### config.mk
export PLATFORM = sky130hd
export DESIGN_NAME = seq_detector_param
export DESIGN_NICKNAME = d
export VERILOG_FILES = /design/src/rtl/seq_det_pkg.sv /design/src/rtl/sat_counter.sv /design/src/rtl/seq_detector_param.sv
export SDC_FILE = /design/constraint.sdc
export NUM_CORES = 1
export LEC_CHECK = 0
export BUFFER_PORTS_ARGS = -buffer_cell sky130_fd_sc_hd__buf_4
export CAP_MARGIN = 20
export CORE_AREA = 2 2 51 53
export CTS_CLUSTER_DIAMETER = 120
export DETAILED_ROUTE_END_ITERATION = 6
export DIE_AREA = 0 0 53 55
export GPL_TIMING_DRIVEN = 0
export PLACE_DENSITY = 0.74
export SKIP_LAST_GASP = 1
export SLEW_MARGIN = 5
export SYNTH_ARGS = -nofsm -noshare
export SYNTH_HDL_FRONTEND = slang
export SYNTH_SLANG_ARGS = --single-unit
export TNS_END_PERCENT = 100
### constraint.sdc
create_clock -name clk -period 2.73 [get_ports clk]
set_clock_uncertainty 0.05 [all_clocks]
set_input_delay 0 -clock clk [delete_from_list [all_inputs] [get_ports clk]]
set_output_delay 0 -clock clk [all_outputs]
set_load 0.02 [all_outputs]
### src/rtl/seq_det_pkg.sv
`default_nettype none
// ============================================================================
//  Module      : seq_det_pkg
//  Description : Shared constants and helpers for the parametrised serial
//                sequence detector: overlap-mode encodings, default
//                pattern/mask, and the fill-counter width helper.
//  Revision    : 1.0 - initial release
// ============================================================================
package seq_det_pkg;

    // Overlap mode encodings
    localparam logic OVL_OFF = 1'b0;
    localparam logic OVL_ON  = 1'b1;

    // Pattern used by the original fixed-pattern detector, and its mask
    localparam logic [3:0] c_def_pat  = 4'b1101;
    localparam logic [3:0] c_def_mask = 4'b1111;

    // Width needed to count 0..pat_w inclusive
    function automatic int fill_width(input int pat_w);
        return $clog2(pat_w + 1);
    endfunction

endpackage
`default_nettype wire

### src/rtl/sat_counter.sv
`default_nettype none
// ============================================================================
//  Module      : sat_counter
//  Description : W-bit up counter that saturates at all ones. The sat flag is
//                registered alongside the count so it is high exactly while
//                count sits at its maximum.
//  Ports       : clk   - system clock (rising edge)
//                rst   - synchronous active-high reset
//                inc   - increment request for this cycle
//                count - current count
//                sat   - high while count == all ones
//  Revision    : 1.0 - initial release
// ============================================================================
module sat_counter #(
    parameter int W = 8
) (
    input  logic         clk,
    input  logic         rst,
    input  logic         inc,
    output logic [W-1:0] count,
    output logic         sat
);

    logic [W-1:0] r_count;
    logic         r_sat;
    logic [W-1:0] w_count_n;

    // r_sat mirrors (r_count == '1), so it doubles as the hold condition
    always_comb begin
        w_count_n = r_count;
        if (inc && !r_sat) begin
            w_count_n = r_count + 1'b1;
        end
    end

    always_ff @(posedge clk) begin
        if (rst) begin
            r_count <= '0;
            r_sat   <= 1'b0;
        end else begin
            r_count <= w_count_n;
            r_sat   <= (w_count_n == {W{1'b1}});
        end
    end

    assign count = r_count;
    assign sat   = r_sat;

endmodule
`default_nettype wire

### src/rtl/seq_detector_param.sv
`default_nettype none
// ============================================================================
//  Module      : seq_detector_param
//  Description : Serial sequence detector with a runtime-loadable PAT_W-bit
//                pattern and per-bit don't-care mask. Supports overlapping
//                and non-overlapping detection and a saturating match count.
//  Ports       : clk         - system clock (rising edge)
//                rst         - synchronous active-high reset
//                i           - serial data bit
//                in_valid    - qualifies i
//                pat_load    - load pat_in/mask_in (discards any bit this cycle)
//                pat_in      - new pattern, MSB is the first bit received
//                mask_in     - 1 = compare bit, 0 = don't care
//                overlap     - 1 = overlapping detection, 0 = non-overlapping
//                out         - registered one-cycle match pulse
//                match_count - saturating match count
//                cnt_sat     - high while match_count is all ones
//  Revision    : 1.0 - initial release
// ============================================================================
module seq_detector_param
    import seq_det_pkg::*;
#(
    parameter int               PAT_W       = 4,
    parameter int               CNT_W       = 8,
    parameter logic [PAT_W-1:0] DEFAULT_PAT = PAT_W'(c_def_pat)
) (
    input  logic             clk,
    input  logic             rst,
    input  logic             i,
    input  logic             in_valid,
    input  logic             pat_load,
    input  logic [PAT_W-1:0] pat_in,
    input  logic [PAT_W-1:0] mask_in,
    input  logic             overlap,
    output logic             out,
    output logic [CNT_W-1:0] match_count,
    output logic             cnt_sat
);

    localparam int             FW          = fill_width(PAT_W);
    localparam logic [FW-1:0]  c_fill_full = FW'(PAT_W);

    logic [PAT_W-1:0] r_hist;
    logic [FW-1:0]    r_fill;
    logic [PAT_W-1:0] r_pat;
    logic [PAT_W-1:0] r_mask;
    logic             r_out;

    logic [PAT_W-1:0] w_hist_n;
    logic [FW-1:0]    w_fill_n;
    logic             w_hit;

    // Candidate history/fill if the current bit is accepted
    always_comb begin
        w_hist_n = {r_hist[PAT_W-2:0], i};
        w_fill_n = (r_fill == c_fill_full) ? r_fill : r_fill + 1'b1;
        w_hit    = in_valid && !pat_load && (w_fill_n == c_fill_full) &&
                   (((w_hist_n ^ r_pat) & r_mask) == '0);
    end

    always_ff @(posedge clk) begin
        if (rst) begin
            r_hist <= '0;
            r_fill <= '0;
            r_pat  <= DEFAULT_PAT;
            r_mask <= '1;
            r_out  <= 1'b0;
        end else if (pat_load) begin
            r_pat  <= pat_in;
            r_mask <= mask_in;
            r_hist <= '0;
            r_fill <= '0;
            r_out  <= 1'b0;
        end else if (in_valid) begin
            r_out <= w_hit;
            if (w_hit && (overlap == OVL_OFF)) begin
                // Non-overlapping: the next match needs PAT_W fresh bits
                r_hist <= '0;
                r_fill <= '0;
            end else begin
                // On an overlapping hit w_fill_n is already PAT_W
                r_hist <= w_hist_n;
                r_fill <= w_fill_n;
            end
        end else begin
            r_out <= 1'b0;
        end
    end

    sat_counter #(
        .W (CNT_W)
    ) u_cnt (
        .clk   (clk),
        .rst   (rst),
        .inc   (w_hit),
        .count (match_count),
        .sat   (cnt_sat)
    );

    assign out = r_out;

endmodule
`default_nettype wire

==> impl_results.md, run 1 <==
* Status: finished, final reports clean
* Ys Warns at 0
* Layout cell share with drive strength beyond 1 at 21.56%
* Worst Hold Class: primary input to flip-flop
* Max H-tree Level at 1
* NetSw at 0.1521 mW
* Synthesized Nets at 147
* Antenna violations before repair at 0
* Worst Path Arrival at 2550 ps
* Endpoints failing hold at 0
* Post-synthesis sequential area ratio at 40.76%
* Inserted Clock Buffers at 3
* Placer Congestion at 0.8172
* Area growth syn-to-layout at 29.83%
* Final setup fails at 0
* Comb pwr share at 11.6%
* # resized after CTS at 0
* Slew HR at 68.82%
* CTS root buffer: clkbuf_4
* Nature of the critical path endpoint: flip-flop
* Cts hold-fix bufs at 12
* Clock Path Buffers at 2
* Synthesized cell area at 0.001179 sq mm
* Internal power at 0.4847 mW
* PD cells at 416.2 mW/mm^2
* Critical Path RT at 2930 ps
* Largest fanout on the critical path at 10
* Unique masters post-synth at 34
* Worst vdd ir at 325.0 uV
* Final wirelength at 2529 um
* Seq cells post-synth at 24
* MaxCap Viol Count at 0
* WL per Instance at 12.84 um
* Number of global-route vias before repair at 963
* Post-route setup TNS at 0 ps
* Drt first pass iters at 4
* Final net count at 185
* Die width at 53 um
* Detailed Route Iter0 Violations at 28
* Worst-Margin Slew at 467.7 ps
* Hpwl dp at 1775 um
* I/O Buffers at 21
* Die Y at 55 um
* CTS tree: built
* Clock power frac at 30.7%
* Unrepaired setup endpoints after global routing: no
* Min Tclk post-route at 2355 ps
* Global-route wire length before repair at 4098 um
* Post-route ant nets at 0
* Fin crit share at 86.25%
* Worst r2r path cells at 8
* Die Area at 0.002915 sq mm
* Dpl ws at 399.3 ps
* Clock sink count at 24
* Clk slew on worst S/H paths at 140 ps
* Sequential Power Share at 57.6%
* Core area at 0.002365 sq mm
* Switch share at 23.88%
* Cells after Synth at 130
* Vias after detailed routing at 1024
* Peak Freq at 0.4247 GHz
* Final worst-path setup slack at 375.3 ps
* Startpoint types: flip-flop
* Total congestion overflow at 0
* Row count at 18
* Average cell area after synthesis at 9.066 sq um
* Hold Path Depth at 3
* Slew Limit Fails at 0
* Num ports at 24
* Clk_lat worst skew at 320 ps
* Diodes inserted at 0
* Critical path type: flip-flop to flip-flop
* Initial Util at 49.84%
* Static Leak at 0.5884 nW
* # DRC at 0
* Largest net degree at the start of global routing at 14
* Setup Buffers After CTS at 0
* GRT Total Usage at 19.37%
* Drt via density at 5.198
## power groups by stage
stage	Combinational, mW	Sequential (mW)	Clock, mW
after floorplan	0.0381	0.372	0
after global placement	0.0570	0.374	0
after detailed placement	0.0591	0.375	0
after CTS	0.0735	0.367	0.195
after global routing	0.0818	0.368	0.206
final	0.0740	0.367	0.196
## worst max-delay path: stages (launching register included)
cell and delay (ps):
dfxtp_1 410, inv_1 80, ha_1 240, or3b_1 380, a32oi_1 230, nand4_2 170
buf_6 190, o31a_1 300, nor4_2 220
## sequential cells by signal, indices dropped and copies added, names as in the netlist
signal and cells:
r_hist 3, out 1, u_cnt.count 8, r_fill 3, u_cnt.sat 1, r_mask 4
r_pat 4
## stage by stage
step | hold WS [ps] | util (%) | instance area [sq um] | total power [mW] | instances
floorplan | 67.81 | - | 1179 | 0.4106 | 130
global placement | 152.4 | 58.10 | 1374 | 0.4312 | 181
detailed placement | 163.3 | 58.10 | 1374 | 0.4337 | 181
CTS | 3.226 | 64.71 | 1530 | 0.6350 | 197
global route | 32.17 | 64.71 | 1530 | 0.6562 | 197
finish | 8.901 | 64.71 | 1530 | 0.6368 | 197
## routing by layer
| layer | share of wire, % | global-route usage [%] |
|---|---|---|
| met4 | 0.63 | 7.265 |
| met1 | 48 | 24.63 |
| met3 | 3.2 | 2.419 |
| met5 | 0 | 0 |
| met2 | 49 | 33.75 |
## cells in the final DEF, fill, tap and decap left out, types with 2 or more instances in the layout
master,synthesis,final
nor3b_1,2,2
nand2_1,13,13
dfxtp_1,24,24
nor2b_1,7,7
buf_4,0,21
a21oi_1,9,9
clkbuf_1,3,3
nor4_2,2,2
nor2_1,12,12
xor2_1,4,4
ha_1,3,3
nor3_1,4,4
dlygate4sd3_1,0,12
clkbuf_4,0,3
or2_2,2,2
mux2i_1,2,2
inv_1,3,3
nand3_1,6,6
buf_6,2,2
a211o_1,7,7
xnor2_1,9,9
## area by class of cell
type,instances,area (sq um)
Fill cell,205,834.6
Multi-Input combinational cell,97,648.1
Sequential cell,24,480.5
Timing Repair Buffer,33,277.8
Buffer,6,38.79
Tap cell,30,37.54
Clock buffer,4,36.28
Inverter,3,11.26
## path summary, 6_finish.rpt
kind / startpoint / endpoint / slack, ps
worst max-delay path: r_fill[0] / u_cnt.sat / 380
worst min-delay path: pat_load / r_mask[3] / 9
worst max register to register: r_fill[0] / u_cnt.sat / 380
worst min register to register: r_hist[2] / r_hist[2] / 450
## synthesized netlist by cell type, drive strengths merged
cell type,n,area (sq um)
nor4,2,25.02
a32oi,1,8.760
xnor2,9,78.83
xor2,4,35.03
nand3,6,30.03
nand4,1,12.51
a2111oi,1,15.01
clkbuf,3,11.26
a211o,7,61.31
a21oi,9,45.04
o311ai,1,8.760
dfxtp,24,480.5
and3,1,6.260
nand4b,1,8.760
nor3,4,20.02
mux2i,2,20.02
nor3b,2,15.01
nor4b,1,8.760
o31a,1,8.760
buf,3,27.52
or2,2,12.51
nand3b,1,7.510
o21ai,1,5.000
nor2,13,51.30
or2b,1,8.760
or3b,1,8.760
a221oi,1,8.760
nor2b,7,43.79
a211oi,1,7.510
inv,3,11.26
nand2,13,48.80
ha,3,37.54
## kinds of logic (layout without fill, tap and decap cells)
group / Yosys count / in the layout / share of synthesized area (%)
compound gates: 23 / 23 / 14.33
xor+xnor: 13 / 13 / 9.660
fa+ha+maj: 3 / 3 / 3.185
buf+inv: 9 / 46 / 4.246
flops: 24 / 24 / 40.76
mux: 2 / 2 / 1.699
simple gates: 56 / 56 / 26.12
Power figures use the tool's default switching activity.
==> run 2, diff against run 1 <==
--- a/config.mk
+++ b/config.mk
@@ -7,12 +7,12 @@
 export LEC_CHECK = 0
 export BUFFER_PORTS_ARGS = -buffer_cell sky130_fd_sc_hd__buf_4
 export CAP_MARGIN = 20
-export CORE_AREA = 2 2 51 53
+export CORE_AREA = 2 2 49 51
 export CTS_CLUSTER_DIAMETER = 120
 export DETAILED_ROUTE_END_ITERATION = 6
-export DIE_AREA = 0 0 53 55
+export DIE_AREA = 0 0 51 53
 export GPL_TIMING_DRIVEN = 0
-export PLACE_DENSITY = 0.74
+export PLACE_DENSITY = 0.79
 export SKIP_LAST_GASP = 1
 export SLEW_MARGIN = 5
 export SYNTH_ARGS = -nofsm -noshare
==> constraint.sdc (replaced) <==
create_clock -name clk -period 2.8 [get_ports clk]
set_clock_uncertainty 0.05 [all_clocks]
set_input_delay 0 -clock clk [delete_from_list [all_inputs] [get_ports clk]]
set_output_delay 0 -clock clk [all_outputs]
set_load 0.02 [all_outputs]
==> run 2 against run 1 <==
Maximum frequency down 2.5%. Via count up 0.98%. Non-clock buffer count up 1. Final cell count down 1.0%. Largest cell class unchanged. Die area down 7.3%. Critical path type unchanged. Sequential share of layout area up 0.13 points. First-iteration DRC count down 71%.
==> impl_results.md, run 2 (synthesis gave the netlist of run 1 again) <==
* Status: finished, final reports clean (unchanged)
* CP Launch Point: r_fill[0] (unchanged)
* Clock power frac at 25.6% (was 30.7%)
* Unrepaired setup endpoints after global routing: no (unchanged)
* Most frequent cells in the layout: 24 x dfxtp_1, 21 x buf_4, 13 x nand2_1, 13 x dlygate4sd3_1, 12 x nor2_1 (was 24 x dfxtp_1, 21 x buf_4, 13 x nand2_1)
* CP endpoint: u_cnt.sat (unchanged)
* Worst Path Arrival at 2600 ps (was 2550 ps)
* Area post-placement at 0.001371 sq mm (was 0.001374 sq mm)
* Critical path type: flip-flop to flip-flop (unchanged)
* WL per Instance at 12.27 um (was 12.84 um)
* Endpoints failing hold at 0 (unchanged)
* PD cells at 380.0 mW/mm^2 (was 416.2 mW/mm^2)
* Startpoint types: flip-flop (unchanged)
* Max H-tree Level at 1 (unchanged)
* GRT Total Usage at 19.47% (was 19.37%)
* Fin Hold WS at 4.663 ps (was 8.901 ps)
* Clk slew on worst S/H paths at 120 ps (was 140 ps)
* Drt first pass iters at 4 (unchanged)
* Switch share at 23.26% (was 23.88%)
* Final net count at 186 (was 185)
* Placed insts at 179 (was 181)
* Post-route setup TNS at 0 ps (unchanged)
* Layout cell share with drive strength beyond 1 at 20.96% (was 21.56%)
* Core area at 0.002148 sq mm (was 0.002365 sq mm)
* Setup Buffers After CTS at 0 (unchanged)
* Vias after detailed routing at 1034 (was 1024)
* Worst-Margin Slew at 449.4 ps (was 467.7 ps)
* Nature of the critical path endpoint: flip-flop (unchanged)
* Capturing point of the worst reg2reg path: u_cnt.sat (unchanged)
* Worst vdd ir at 314.7 uV (was 325.0 uV)
* Largest net degree at the start of global routing at 13 (was 14)
* NetSw at 0.1347 mW (was 0.1521 mW)
* Non-filler cells, final at 195 (was 197)
* R2R Path Start: r_fill[0] (unchanged)
* Row count at 17 (was 18)
* Num ports at 24 (unchanged)
* Min Tclk post-route at 2415 ps (was 2355 ps)
* Die Area at 0.002703 sq mm (was 0.002915 sq mm)
* I/O Buffers at 21 (unchanged)
* Final setup fails at 0 (unchanged)
* Slew HR at 70.04% (was 68.82%)
* Design area at 0.001524 sq mm (was 0.001530 sq mm)
* CTS root buffer: clkbuf_4 (unchanged)
* Slew Limit Fails at 0 (unchanged)
* Inserted Clock Buffers at 3 (unchanged)
* Final worst-path setup slack at 385.4 ps (was 375.3 ps)
* Area growth syn-to-layout at 29.30% (was 29.83%)
* Detailed Route Iter0 Violations at 8 (was 28)
* Most common cell after layout, fill and taps aside: dfxtp_1 (unchanged)
* Number of global-route vias before repair at 917 (was 963)
* CTS tree: built (unchanged)
* Hpwl dp at 1690 um (was 1775 um)
* Fin crit share at 86.24% (was 86.25%)
* Clk_lat worst skew at 310 ps (was 320 ps)
* MaxCap Viol Count at 0 (unchanged)
* Placer Congestion at 0.7273 (was 0.8172)
* Diodes inserted at 0 (unchanged)
* Total congestion overflow at 0 (unchanged)
* Static Leak at 0.5839 nW (was 0.5884 nW)
* Die Y at 53 um (was 55 um)
* Initial Util at 54.86% (was 49.84%)
* # resized after CTS at 0 (unchanged)
* # DRC at 0 (unchanged)
* R2R Setup Slk at 390 ps (was 380 ps)
* Die width at 51 um (was 53 um)
* Global-route wire length before repair at 3857 um (was 4098 um)
* Drt via density at 5.303 (was 5.198)
* Largest fanout on the critical path at 10 (unchanged)
* Worst Hold Class: primary input to flip-flop (unchanged)
* Max reg flops at 8 (unchanged)
* Dpl ws at 402.1 ps (was 399.3 ps)
* Antenna violations before repair at 0 (unchanged)
* Comb pwr share at 12.7% (was 11.6%)
* Internal power at 0.4444 mW (was 0.4847 mW)
* Clock sink count at 24 (unchanged)
* Clock Path Buffers at 2 (unchanged)
* Final wirelength at 2392 um (was 2529 um)
* Sequential Power Share at 61.8% (was 57.6%)
* Post-route ant nets at 0 (unchanged)
* Peak Freq at 0.4141 GHz (was 0.4247 GHz)
* Worst r2r path cells at 8 (unchanged)
* Critical Path RT at 2990 ps (was 2930 ps)
==> run 2: changes by cell type in the layout (fill, tap and decap cells not counted), sizes merged <==
cell         before  now
clkbuf            7    6
dlygate4sd3      12   13
==> run 2: cell type report <==
cell class	instances	area, sq um
multi-input cells	97	648.1
fillers	173	624.3
flip-flops and latches	24	480.5
repair buffers	34	287.8
plain buffers	6	38.79
well taps	28	35.03
clock buffers	3	22.52
inverters	3	11.26
==> run 2: worst min-delay path by stage <==
stage	start	endpoint	slack, ps	cells after the start
3_5_place_dp	mask_in[0]	r_mask[0]	160	2
5_1_grt	pat_load	r_pat[3]	30	3
2_1_floorplan	mask_in[3]	r_mask[3]	70	1
4_1_cts	pat_load	r_mask[0]	0.04	3
3_3_place_gp	mask_in[3]	r_mask[3]	150	2
6_report	pat_load	r_mask[0]	5	3
==> run 2: routing by layer <==
layer	up-vias	GRT usage, %	routed length, um
met5	-	0	0
met3	5	3.107	103
li1	529	-	-
met2	25	34.42	1197
met1	475	23.17	1056
met4	0	8.559	36
==> run 2: critical path, stage by stage, from the launching register on <==
cell     delay, ps
dfxtp_1        420
inv_1           90
ha_1           250
or3b_1         380
a32oi_1        240
nand4_2        180
buf_6          190
o31a_1         310
nor4_2         230
==> run 2: power by group through the flow <==
stage               Clock, mW  Sequential, mW  Combinational, mW
global route            0.163           0.359             0.0798
finish                  0.148           0.358             0.0733
detailed placement          0           0.365             0.0578
global placement            0           0.365             0.0555
CTS                     0.155           0.358             0.0729
floorplan                   0           0.363             0.0372
==> run 2: what timing repair did <==
action,4_1_cts,5_1_grt
hold endpoints to repair,14,0
hold buffers,13,0
setup endpoints to repair,0,0
==> run 2: stage by stage <==
step	utilization (%)	total power [mW]
4_1_cts	70.94	0.5851
6_report	70.94	0.5792
3_3_place_gp	63.83	0.4204
2_1_floorplan	-	0.4003
5_1_grt	70.94	0.6018
3_5_place_dp	63.83	0.4231
